<file path="src/rtl/uart_pkg.sv">
// Shared UART definitions: transmit FSM states, default frame format and parity helper.
// The receiver uses the same defaults so both ends agree on the frame format.
package uart_pkg;

   typedef enum logic [2:0] {
      IDLE,
      START,
      DATA,
      PARITY,
      STOP
   } tx_state_t;

   localparam int DEFAULT_CLKS_PER_BIT = 16;
   localparam int DEFAULT_DATA_BITS    = 8;
   localparam int DEFAULT_PARITY_EN    = 0;
   localparam int DEFAULT_PARITY_ODD   = 0;
   localparam int DEFAULT_STOP_BITS    = 1;
   localparam int MAX_DATA_BITS        = 9;

   // XOR of the low nbits of data, inverted for odd parity.
   function automatic logic calc_parity(input logic [MAX_DATA_BITS-1:0] data,
                                        input int nbits,
                                        input logic odd);
      logic p;
      p = odd;
      for (int i = 0; i < MAX_DATA_BITS; i++) begin
         if (i < nbits) p = p ^ data[i];
      end
      return p;
   endfunction

endpackage

</file>
<file path="src/rtl/uart_baud_counter.sv">
// Bit-period timer: counts 0..CLKS_PER_BIT-1 and flags the last cycle of each bit.
module uart_baud_counter #(
   parameter int CLKS_PER_BIT = 16
) (
   input  logic clk,
   input  logic reset,
   input  logic clr,
   output logic bit_end
);

   localparam int CNT_W = $clog2(CLKS_PER_BIT);
   localparam logic [CNT_W-1:0] LAST = CNT_W'(CLKS_PER_BIT - 1);

   logic [CNT_W-1:0] count;

   always_ff @(posedge clk or negedge reset) begin
      if (!reset) begin
         count <= '0;
      end else if (clr || (count == LAST)) begin
         count <= '0;
      end else begin
         count <= count + 1'b1;
      end
   end

   assign bit_end = (count == LAST);

endmodule

</file>
<file path="src/rtl/uart_tx_engine.sv">
// UART transmitter: valid/ready byte intake, start/data/parity/stop serialisation.
// All outputs are registered from next-state values so the line changes right after the edge.
module uart_tx_engine
   import uart_pkg::*;
#(
   parameter int CLKS_PER_BIT = DEFAULT_CLKS_PER_BIT,
   parameter int DATA_BITS    = DEFAULT_DATA_BITS,
   parameter int PARITY_EN    = DEFAULT_PARITY_EN,
   parameter int PARITY_ODD   = DEFAULT_PARITY_ODD,
   parameter int STOP_BITS    = DEFAULT_STOP_BITS
) (
   input  logic                 clk,
   input  logic                 reset,
   input  logic [DATA_BITS-1:0] tx_data,
   input  logic                 tx_valid,
   output logic                 tx_ready,
   output logic                 tx_serial,
   output logic                 tx_busy,
   output logic                 tx_done
);

   localparam int IDX_W = $clog2(DATA_BITS + 1);
   localparam logic [IDX_W-1:0] LAST_DATA = IDX_W'(DATA_BITS - 1);
   localparam logic [IDX_W-1:0] LAST_STOP = IDX_W'(STOP_BITS - 1);

   tx_state_t            state, state_next;
   logic [DATA_BITS-1:0] shift, shift_next;
   logic [IDX_W-1:0]     bit_idx, bit_idx_next;
   logic                 parity, parity_next;
   logic                 line_next;
   logic                 done_next;
   logic                 handshake;
   logic                 bit_end;

   assign handshake = tx_valid && tx_ready;

   uart_baud_counter #(
      .CLKS_PER_BIT(CLKS_PER_BIT)
   ) u_baud (
      .clk    (clk),
      .reset  (reset),
      .clr    (handshake),
      .bit_end(bit_end)
   );

   always_comb begin
      state_next   = state;
      shift_next   = shift;
      bit_idx_next = bit_idx;
      parity_next  = parity;
      done_next    = 1'b0;
      case (state)
         IDLE: begin
            if (handshake) begin
               state_next   = START;
               shift_next   = tx_data;
               bit_idx_next = '0;
               parity_next  = calc_parity(MAX_DATA_BITS'(tx_data), DATA_BITS, (PARITY_ODD != 0));
            end
         end
         START: begin
            if (bit_end) state_next = DATA;
         end
         DATA: begin
            if (bit_end) begin
               shift_next = shift >> 1;
               if (bit_idx == LAST_DATA) begin
                  bit_idx_next = '0;
                  state_next   = (PARITY_EN != 0) ? PARITY : STOP;
               end else begin
                  bit_idx_next = bit_idx + 1'b1;
               end
            end
         end
         PARITY: begin
            if (bit_end) state_next = STOP;
         end
         STOP: begin
            if (bit_end) begin
               if (bit_idx == LAST_STOP) begin
                  bit_idx_next = '0;
                  state_next   = IDLE;
                  done_next    = 1'b1;
               end else begin
                  bit_idx_next = bit_idx + 1'b1;
               end
            end
         end
         default: state_next = IDLE;
      endcase

      // Line value is decoded from the upcoming state so it is valid from the edge onward.
      line_next = 1'b1;
      case (state_next)
         START:   line_next = 1'b0;
         DATA:    line_next = shift_next[0];
         PARITY:  line_next = parity_next;
         default: line_next = 1'b1;
      endcase
   end

   always_ff @(posedge clk or negedge reset) begin
      if (!reset) begin
         state     <= IDLE;
         shift     <= '0;
         bit_idx   <= '0;
         parity    <= 1'b0;
         tx_serial <= 1'b1;
         tx_ready  <= 1'b1;
         tx_busy   <= 1'b0;
         tx_done   <= 1'b0;
      end else begin
         state     <= state_next;
         shift     <= shift_next;
         bit_idx   <= bit_idx_next;
         parity    <= parity_next;
         tx_serial <= line_next;
         tx_ready  <= (state_next == IDLE);
         tx_busy   <= (state_next != IDLE);
         tx_done   <= done_next;
      end
   end

endmodule

</file>
<file path="config.mk">
export PLATFORM = sky130hd
export DESIGN_NAME = uart_tx_engine
export DESIGN_NICKNAME = d
export VERILOG_FILES = /design/src/rtl/uart_pkg.sv /design/src/rtl/uart_baud_counter.sv /design/src/rtl/uart_tx_engine.sv
export SDC_FILE = /design/constraint.sdc
export NUM_CORES = 1
export LEC_CHECK = 0
export BUFFER_PORTS_ARGS = -buffer_cell sky130_fd_sc_hd__buf_2
export CORE_MARGIN = 2
export CORE_UTILIZATION = 45
export DETAILED_ROUTE_END_ITERATION = 10
export PLACE_DENSITY = 0.7
export SETUP_SLACK_MARGIN = 0.02
export SYNTH_ARGS = -nofsm -noshare
export SYNTH_HDL_FRONTEND = slang
export SYNTH_HIERARCHICAL = 1
export SYNTH_SLANG_ARGS = --single-unit
</file>
<file path="constraint.sdc">
create_clock -name clk -period 1.8 [get_ports clk]
set_input_delay 0 -clock clk [delete_from_list [all_inputs] [get_ports clk]]
set_output_delay 0 -clock clk [all_outputs]
set_load 0.05 [all_outputs]
</file>
; Word level (Yosys, flattened, before mapping)
; Cells that the tools add are included.
; Widths: inputs -> output; s select.
[classes]
add_sub_neg = 2
n_eq_ne = 12
muxes = 38
n_bitwise = 7
reduce_logical = 10
[op_table]
columns = operator, n
row1 = $mux 4, 6
row2 = $mux 3, 7
row3 = $mux 1, 19
row4 = $mux 8, 2
row5 = $pmux 8 s2, 1
row6 = $pmux 3 s5, 1
row7 = $eq 3x2->1 const B, 4
row8 = $pmux 4 s3, 1
row9 = $add 4x1->4 const B, 2
row10 = $xor 1x1->1, 7
row11 = $eq 3x1->1 const B, 2
row12 = $logic_not 3->1, 2
row13 = $reduce_bool 3->1, 2
row14 = $eq 4x3->1 const B, 1
row15 = $eq 4x4->1 const B, 1
row16 = $logic_not 4->1, 1
row17 = $ne 2x2->1 const B, 2
row18 = $reduce_and 4->1, 1
row19 = $eq 3x3->1 const B, 1
row20 = $pmux 1 s3, 1
row21 = $reduce_and 3->1, 1
row22 = $ne 2x1->1 const B, 1
row23 = $reduce_bool 2->1, 1
row24 = $logic_and 1x1->1, 1
row25 = $logic_or 1x1->1, 1
[word_totals]
regBits = 24
output_inout_bits = 4
word_cells = 79

; Longest topological paths before layout
; Gate-level depths: netlist (run 1).
[depth]
ltp_word = 25
mapped_depth = 7

; Modules after synthesis
; Netlist (run 1), hierarchy kept.
[by_module_without_submodules]
columns = module, n_inst, cells_per_inst, area_each_um2
row1 = uart_tx_engine, 1, 111, 1084.8
row2 = uart_baud_counter, 1, 13, 171.4

; Worst setup path before layout (run 1)
; No wires, ideal clock.
[synth_timing]
kind = flip-flop to flip-flop
from = reg u_baud.count[0]
to = reg tx_serial
setup_time_ns = 0.090
t_arrival_ns = 1.771
setup_slack_ns = -0.060
path_stages_with_launch = 8
path_buffers = 1
synth_period_minus_slack_ns = 1.860
cell_sequence = dfrtp_1 -> ha_1 -> and3_4 -> clkbuf_2 -> nand2_2 -> a211o_1 -> a222oi_1 -> o21bai_1
[synth_via]
elab_chain_cells = 5
word_cells_on_any_way = 12
[synth_rtl]
columns = element, line
row1 = from (decl), uart_baud_counter.sv:14  ; logic [CNT_W-1:0] count;
row2 = from (signal assigned), uart_baud_counter.sv:22  ; count <= count + 1'b1;
row3 = $eq 4x4->1 *, uart_baud_counter.sv:26  ; assign bit_end = (count == LAST);
row4 = named net bit_end, uart_tx_engine.sv:33  ; logic bit_end;
row5 = "$mux 3, on equally long branches", n/a
row6 = $pmux 3 s5, uart_tx_engine.sv:52  ; case (state)
row7 = $eq 3x2->1 or $eq 3x1->1 (tied branches), uart_tx_engine.sv:94  ; case (state_next)
row8 = $pmux 1 s3 *, uart_tx_engine.sv:94
row9 = named net line_next, uart_tx_engine.sv:30  ; logic line_next;
row10 = to (signal assigned), uart_tx_engine.sv:117  ; tx_serial <= line_next;
row11 = to (decl), uart_tx_engine.sv:17  ; output logic tx_serial,
; The timed path passes the listed nets; every way through them passes the cells marked *. The select of a mux whose other input is x is not followed.
; A chain may end at the register's enable or synchronous reset.

; Worst setup path after layout (run 1)
[layout_timing]
from = reg u_baud.count[0]
to = reg shift[3]
[layout_via]
elab_chain_cells = 3
[layout_rtl]
columns = element, line
row1 = $eq 4x4->1, uart_baud_counter.sv:26
row2 = named net bit_end, uart_tx_engine.sv:33
row3 = $ne 2x2->1 (no line), n/a
row4 = $reduce_and 3->1 (no line), n/a
row5 = to (signal assigned), uart_tx_engine.sv:114  ; shift <= shift_next;
row6 = to (decl), uart_tx_engine.sv:27  ; logic [DATA_BITS-1:0] shift, shift_next;
; The timed path passes the listed nets, and every way through them passes these cells.

==> results of run 1 <==
==> registers in the layout, indices dropped and copies added, names as in the netlist <==
name          cells
bit_idx           4
parity            1
shift             8
state             3
tx_busy           1
tx_done           1
tx_ready          1
tx_serial         1
u_baud/count      4
==> per-layer routing <==
metal,GRT usage,routed length (um),vias to the layer above
met2,0.3156,1320,31
met3,0.05069,119,2
met5,0,0,-
li1,-,-,514
met4,0.04983,14,0
met1,0.2135,1154,503
==> layout make-up <==
type | instances | area (um2) | area share
well taps | 31 | 38.79 | 0.02445
clock inverters | 1 | 30.03 | 0.01893
clock buffers | 3 | 22.52 | 0.01420
multi-input cells | 83 | 600.6 | 0.3785
flip-flops and latches | 24 | 603.1 | 0.3801
repair buffers | 35 | 250.2 | 0.1577
inverters | 11 | 41.29 | 0.02603
==> power breakdown <==
group	switching, mW	internal, mW
clock network	0.159	0.225
registers	0.166	0.765
logic	0.507	0.430
total	0.832	1.42
==> repair_timing <==
item | CTS | global route
pin swaps | 4 | 5
endpoints found under the setup margin | 2 | 7
setup buffers | 3 | 1
hold buffers | 9 | 0
hold endpoints to repair | 31 | 0
gates resized for setup | 1 | 2
==> cells in the final DEF (no fill, tap or decap), types with 2 or more instances in the layout <==
cell           Yosys  layout
nor4_1             2       2
nand3b_1           2       2
nor2_1             9       9
o21ai_0            8       8
dfstp_2            2       2
dfrtp_1           22      22
a222oi_1           7       7
nand2_1            6       6
dlygate4sd3_1      0       9
ha_1               3       2
buf_2              2      14
a211o_1            3       2
clkbuf_4           0       3
xnor2_1            8       8
nand2b_1           4       4
inv_1             11      11
a21oi_1            5       5
a21o_1             4       4
nor4b_1            2       2
buf_4              0      12
==> worst max-delay path by stage <==
stage	startpoint	end	slack [ns]	cells after the start
after floorplan	u_baud/count[0]$_DFF_PN0_	tx_serial$_DFF_PN1_	-0.003	7
after global placement	u_baud/count[1]$_DFF_PN0_	tx_serial$_DFF_PN1_	0.06	6
after detailed placement	u_baud/count[1]$_DFF_PN0_	tx_serial$_DFF_PN1_	-0.02	6
after CTS	u_baud/count[1]$_DFF_PN0_	shift[0]$_DFF_PN0_	0.007	6
after global routing	u_baud/count[0]$_DFF_PN0_	shift[0]$_DFF_PN0_	-0.11	6
final	u_baud/count[0]$_DFF_PN0_	shift[3]$_DFFE_PN0P_	0.0009	7
==> worst max-delay path: stages, from the launching register on <==
cell	delay, ns
dfrtp_1	0.39
ha_2	0.19
and3_4	0.22
nand2_2	0.06
a211o_4	0.36
buf_4	0.15
a222oi_1	0.26
inv_1	0.07
==> per-stage QoR <==
stage,std cells,worst slack (ns)
floorplan,124,-0.002520
finish,188,0.0008740
detailed placement,171,-0.02313
CTS,187,0.006709
global placement,171,0.06265
global route,188,-0.1104
==> cells by family after synthesis <==
group | synth area share
DFF | 0.4801
xor gates and xnor gates | 0.06275
and+or+nand+nor | 0.1663
adders and majority gates | 0.02988
buffers and inverters | 0.05976
AOI/OAI and AO/OA | 0.2012
==> out/qor.txt, run 1 <==
Run status: finished clean
Vias in the first global route: 1092
Num ports: 15
Critical path endpoint category: flip-flop
Post-synthesis sequential area ratio: 0.4801
Area after DPL: 1394 um2
Total CTS buffers: 3
Share of flip-flops with an asynchronous set or reset: 1.000
Gp weighted congestion: 0.8373
Post-route cell area: 1587 um2
Total GRT Usage: 0.1795
PwrDens: 1419 nW/um2
Crit Path Class: reg2reg
DR DRC count: 0
Tot Pwr: 2.252 mW
GRT overflow: 0
Hold path depth: 4
Worst Setup Start Kind: flip-flop
Initial core utilization: 0.4635
Hold Crit Start: tx_valid
Cells after Synth: 124
Measured slew at the worst slew-check pin: 0.5300 ns
Crit-path max FO: 6
Drt pass-1 iters: 4
Hold WS: 0.08359 ns
Yosys top cell area share: 0.4382
Maximum vdd ir drop: 0.9958 mV
CP arrival: 2.01 ns
Most frequent cell after synthesis: dfrtp_1
Num rows: 19
Vias/cell: 5.585
RSZ-0062 raised after global routing: yes
Worst min-delay path class: in2reg
Post-Syn Area: 1256 um2
Number of port buffers: 14
Commonest cells post-synth: 22 x dfrtp_1, 11 x inv_1, 9 x nor2_1
R2r endpoint: shift[3]$_DFFE_PN0P_
Endpoints failing setup: 0
Share of layout cells above drive strength 1: 0.2484
Fin. Hold Viols: 0
Maximum capacitance violations: 0
FILL cells: 246
Mean Syn Cell Area: 10.13 um2
Worst-case clock buffer depth: 2
Detail Placement HPWL: 1815 um
Routed length per placed instance: 13.87 um
Worst-path clk slew: 0.13 ns
Die W: 56.84 um
Worst reg2reg setup slack: 0.0009 ns
Primary FF master, synth: dfrtp_1
RR Startpoint: u_baud/count[0]$_DFF_PN0_
CTS tree: built
Initial antenna violation count: 0
Die area: 3230 um2
Syn Nets: 138
Vias: 1050
H-tree levels: 1
Detailed Route WL: 2608 um
N_diodes: 0
Nets: 172
Worst r2r path cells: 7
Synth warn: 6
Largest cells by area after synthesis: dfrtp_1 44%, a222oi_1 5.6%, xnor2_1 5.6%, dfstp_2 4.2%, inv_1 3.3%
Pin count of the biggest net entering global routing: 25
Global-route wire length before repair: 4581 um
Tcrit/Tclk final: 0.9995
Synth cell types: 39
Yosys top cell by area: dfrtp_1
Die Y-Extent: 56.84 um
Clock Tree Root: clkbuf_4
Pleak: 0.7565 nW
Min Tclk post-route: 1.799 ns
Worst clock skew: 0.007602 ns
Setup TNS: 0 ns
Clock sinks: 24
Fmax achieved: 555.8 MHz
Max Slew Vio Count: 0
Routed Antenna Nets: 0
Core Util, Final: 0.5854
Worst Hold Path EP: tx_ready$_DFF_PN1_
Core Region: 2710 um2
Seq cells post-synth: 24
EDFF count, synth: 0
Clock Latency Late Sink: 0.32 ns
Area delta synth->final: 26.29%
Max-slew headroom: 0.6466
DRT iter0 DRCs: 51
CP required: 2.02 ns
(Power assumes the default switching activity.)
==> run 2, diff against run 1 <==
Settings changed: REMOVE_ABC_BUFFERS set to 1.
==> run 2 against run 1 <==
- register-to-register slack better by 0.03 ns
- design area fell by 1.3%
- via count rose by 1.0%
- non-clock buffer count increased by 1
- worst hold slack lost 0.026 ns
- die area stayed put
- sequential share of layout area up 0.49 points
- critical path type unchanged
- largest cell class unchanged
- highest routed layer unchanged
==> out/qor.txt, run 2 (synthesis results as in run 1) <==
Area delta synth->final: 24.70% (was 26.29%)
Crit path from: u_baud/count[1]$_DFF_PN0_ (was u_baud/count[0]$_DFF_PN0_)
Setup TNS: 0 ns (unchanged)
Min Tclk post-route: 1.769 ns (was 1.799 ns)
Maximum capacitance violations: 0 (unchanged)
Pleak: 0.7541 nW (was 0.7565 nW)
CP cell instances: ha_2, and3_4, nand2_2, a211o_1, a222oi_1, buf_4, inv_1 (was ha_2, and3_4, nand2_2, a211o_4, buf_4, a222oi_1, inv_1)
Worst-case clock buffer depth: 2 (unchanged)
Cells after DPL: 169 (was 171)
Share of layout cells above drive strength 1: 0.2532 (was 0.2484)
CP arrival: 1.99 ns (was 2.01 ns)
N_diodes: 0 (unchanged)
Detailed Route WL: 2644 um (was 2608 um)
Drt pass-1 iters: 5 (was 4)
Post-route cell area: 1567 um2 (was 1587 um2)
Met2 Wirelength: 1375 um (was 1320 um)
Max-slew headroom: 0.6512 (was 0.6466)
Gp weighted congestion: 0.7677 (was 0.8373)
Biggest registers after layout: shift (8), bit_idx (4), u_baud/count (4) (unchanged)
Core Region: 2710 um2 (unchanged)
Fmax achieved: 565.3 MHz (was 555.8 MHz)
Vias: 1061 (was 1050)
Largest Register: shift (unchanged)
DR DRC count: 0 (unchanged)
Routed Antenna Nets: 0 (unchanged)
Crit-path max cell delay: 0.38 ns (was 0.39 ns)
Die area: 3230 um2 (unchanged)
Vias/cell: 5.614 (was 5.585)
Cell family with most CP delay: compound AO/OA/AOI/OAI gates (unchanged)
FILL cells: 257 (was 246)
Num ports: 15 (unchanged)
Run status: finished clean (unchanged)
Tcrit/Tclk final: 0.9828 (was 0.9995)
Max FFs per register: 8 (unchanged)
Clock sinks: 24 (unchanged)
Clock Latency Late Sink: 0.31 ns (was 0.32 ns)
Total GRT Usage: 0.1756 (was 0.1795)
WL met1: 1170 um (was 1154 um)
Crit Path Class: reg2reg (unchanged)
Global-route wire length before repair: 4498 um (was 4581 um)
PwrDens: 1378 nW/um2 (was 1419 nW/um2)
CTS tree: built (unchanged)
Worst Setup Start Kind: flip-flop (unchanged)
Final worst slack: 0.03099 ns (was 0.0008740 ns)
Number of port buffers: 14 (unchanged)
Max Slew Vio Count: 0 (unchanged)
Maximum vdd ir drop: 0.9864 mV (was 0.9958 mV)
Num rows: 19 (unchanged)
Tot Pwr: 2.159 mW (was 2.252 mW)
Top routing layer used: met4 (unchanged)
DP Worst Slack: -0.05535 ns (was -0.02313 ns)
Pin count of the biggest net entering global routing: 25 (unchanged)
Worst clock skew: 0.003659 ns (was 0.007602 ns)
Total CTS buffers: 3 (unchanged)
Detail Placement HPWL: 1854 um (was 1815 um)
Endpoints failing setup: 0 (unchanged)
H-tree levels: 1 (unchanged)
Hold Crit Start: tx_valid (unchanged)
Worst-path clk slew: 0.13 ns (about the same)
Clock Tree Root: clkbuf_4 (unchanged)
Worst min-delay path class: in2reg (unchanged)
RR Startpoint: u_baud/count[1]$_DFF_PN0_ (was u_baud/count[0]$_DFF_PN0_)
Initial core utilization: 0.4635 (unchanged)
Finished Layout Cells: 189 (was 188)
Initial antenna violation count: 0 (unchanged)
Routed length per placed instance: 13.99 um (was 13.87 um)
Number of buffers and inverters on the critical path: 2 (unchanged)
Critical path endpoint category: flip-flop (unchanged)
Most common cell after layout, fill and taps aside: dfrtp_1 (unchanged)
Fin. Hold Viols: 0 (unchanged)
CP required: 2.02 ns (about the same)
Commonest cells after routing, fill and taps aside: 22 x dfrtp_1, 14 x buf_2, 14 x buf_4 (was 22 x dfrtp_1, 14 x buf_2, 12 x buf_4)
GRT overflow: 0 (unchanged)
Area after DPL: 1376 um2 (was 1394 um2)
Crit path max-delay cell type: dfrtp_1 (unchanged)
RSZ-0062 raised after global routing: yes (unchanged)
Nets: 173 (was 172)
Die W: 56.84 um (unchanged)
Met3 wire length: 85 um (was 119 um)
Crit-path max FO: 6 (unchanged)
Measured slew at the worst slew-check pin: 0.5232 ns (was 0.5300 ns)
Vias in the first global route: 1013 (was 1092)
Die Y-Extent: 56.84 um (unchanged)
DRT iter0 DRCs: 45 (was 51)
[run 2: changes by cell type in the layout (fill, tap and decap cells not counted)]
cell           previous run  this run
buf_4                    12        14
clkbuf_8                  0         1
a211o_4                   1         0
bufinv_16                 1         0
a211o_1                   2         3
dlygate4sd3_1             9         8
[run 2: per-layer routing]
metal | global-route usage | vias to the layer above
met5 | 0 | -
met4 | 0.04983 | 0
met3 | 0.02304 | 2
met2 | 0.3223 | 22
met1 | 0.2132 | 522
li1 | - | 515
[run 2: tightest hold or removal path: stages]
cell and delay, ns:
buf_2 0.10, nand2_1 0.11, nand2_1 0.10, o21ai_0 0.07
[run 2: where the power goes]
group | total, mW | leakage, nW | switching [mW] | internal (mW)
logic | 0.956 | 0.436 | 0.519 | 0.437
registers | 0.919 | 0.298 | 0.154 | 0.765
clock network | 0.284 | 0.0210 | 0.160 | 0.123
total | 2.16 | 0.754 | 0.834 | 1.33
[run 2: timing repair]
action                                  CTS  global route
endpoints found under the hold margin    29             0
gates resized for setup                   1             2
endpoints found under the setup margin    9            10
buffers inserted                          6             2
pin swaps                                 1             2
hold buffers                              8             0
[run 2: path summary, 6_finish.rpt]
path | slack [ns] | endpoint | cells past startpoint
setup / recovery | 0.03 | shift[0]$_DFF_PN0_ | 7
hold / removal | 0.06 | tx_ready$_DFF_PN1_ | 4
setup reg to reg | 0.03 | shift[0]$_DFF_PN0_ | 7
hold reg to reg | 0.52 | shift[1]$_DFFE_PN0P_ | 2
max in group asynchronous | 1.26 | tx_serial$_DFF_PN1_ | 2
min in group asynchronous | 0.18 | bit_idx[3]$_DFFE_PN0P_ | 2
[run 2: area by class of cell]
type                            count  area, um2  area share
Multi-Input combinational cell     83      591.8      0.3778
Sequential cell                    24      603.1      0.3850
Inverter                           11      41.29     0.02636
Timing Repair Buffer               36      255.2      0.1629
Tap cell                           31      38.79     0.02476
Clock buffer                        4      36.28     0.02316
[run 2: through the flow]
step                utilization  hold WS, ns
finish                   0.5780      0.05734
global route             0.5780      0.07455
CTS                      0.5697      0.04512
detailed placement       0.5078     0.007095
global placement         0.5078     0.007756
floorplan                     -      -0.2956
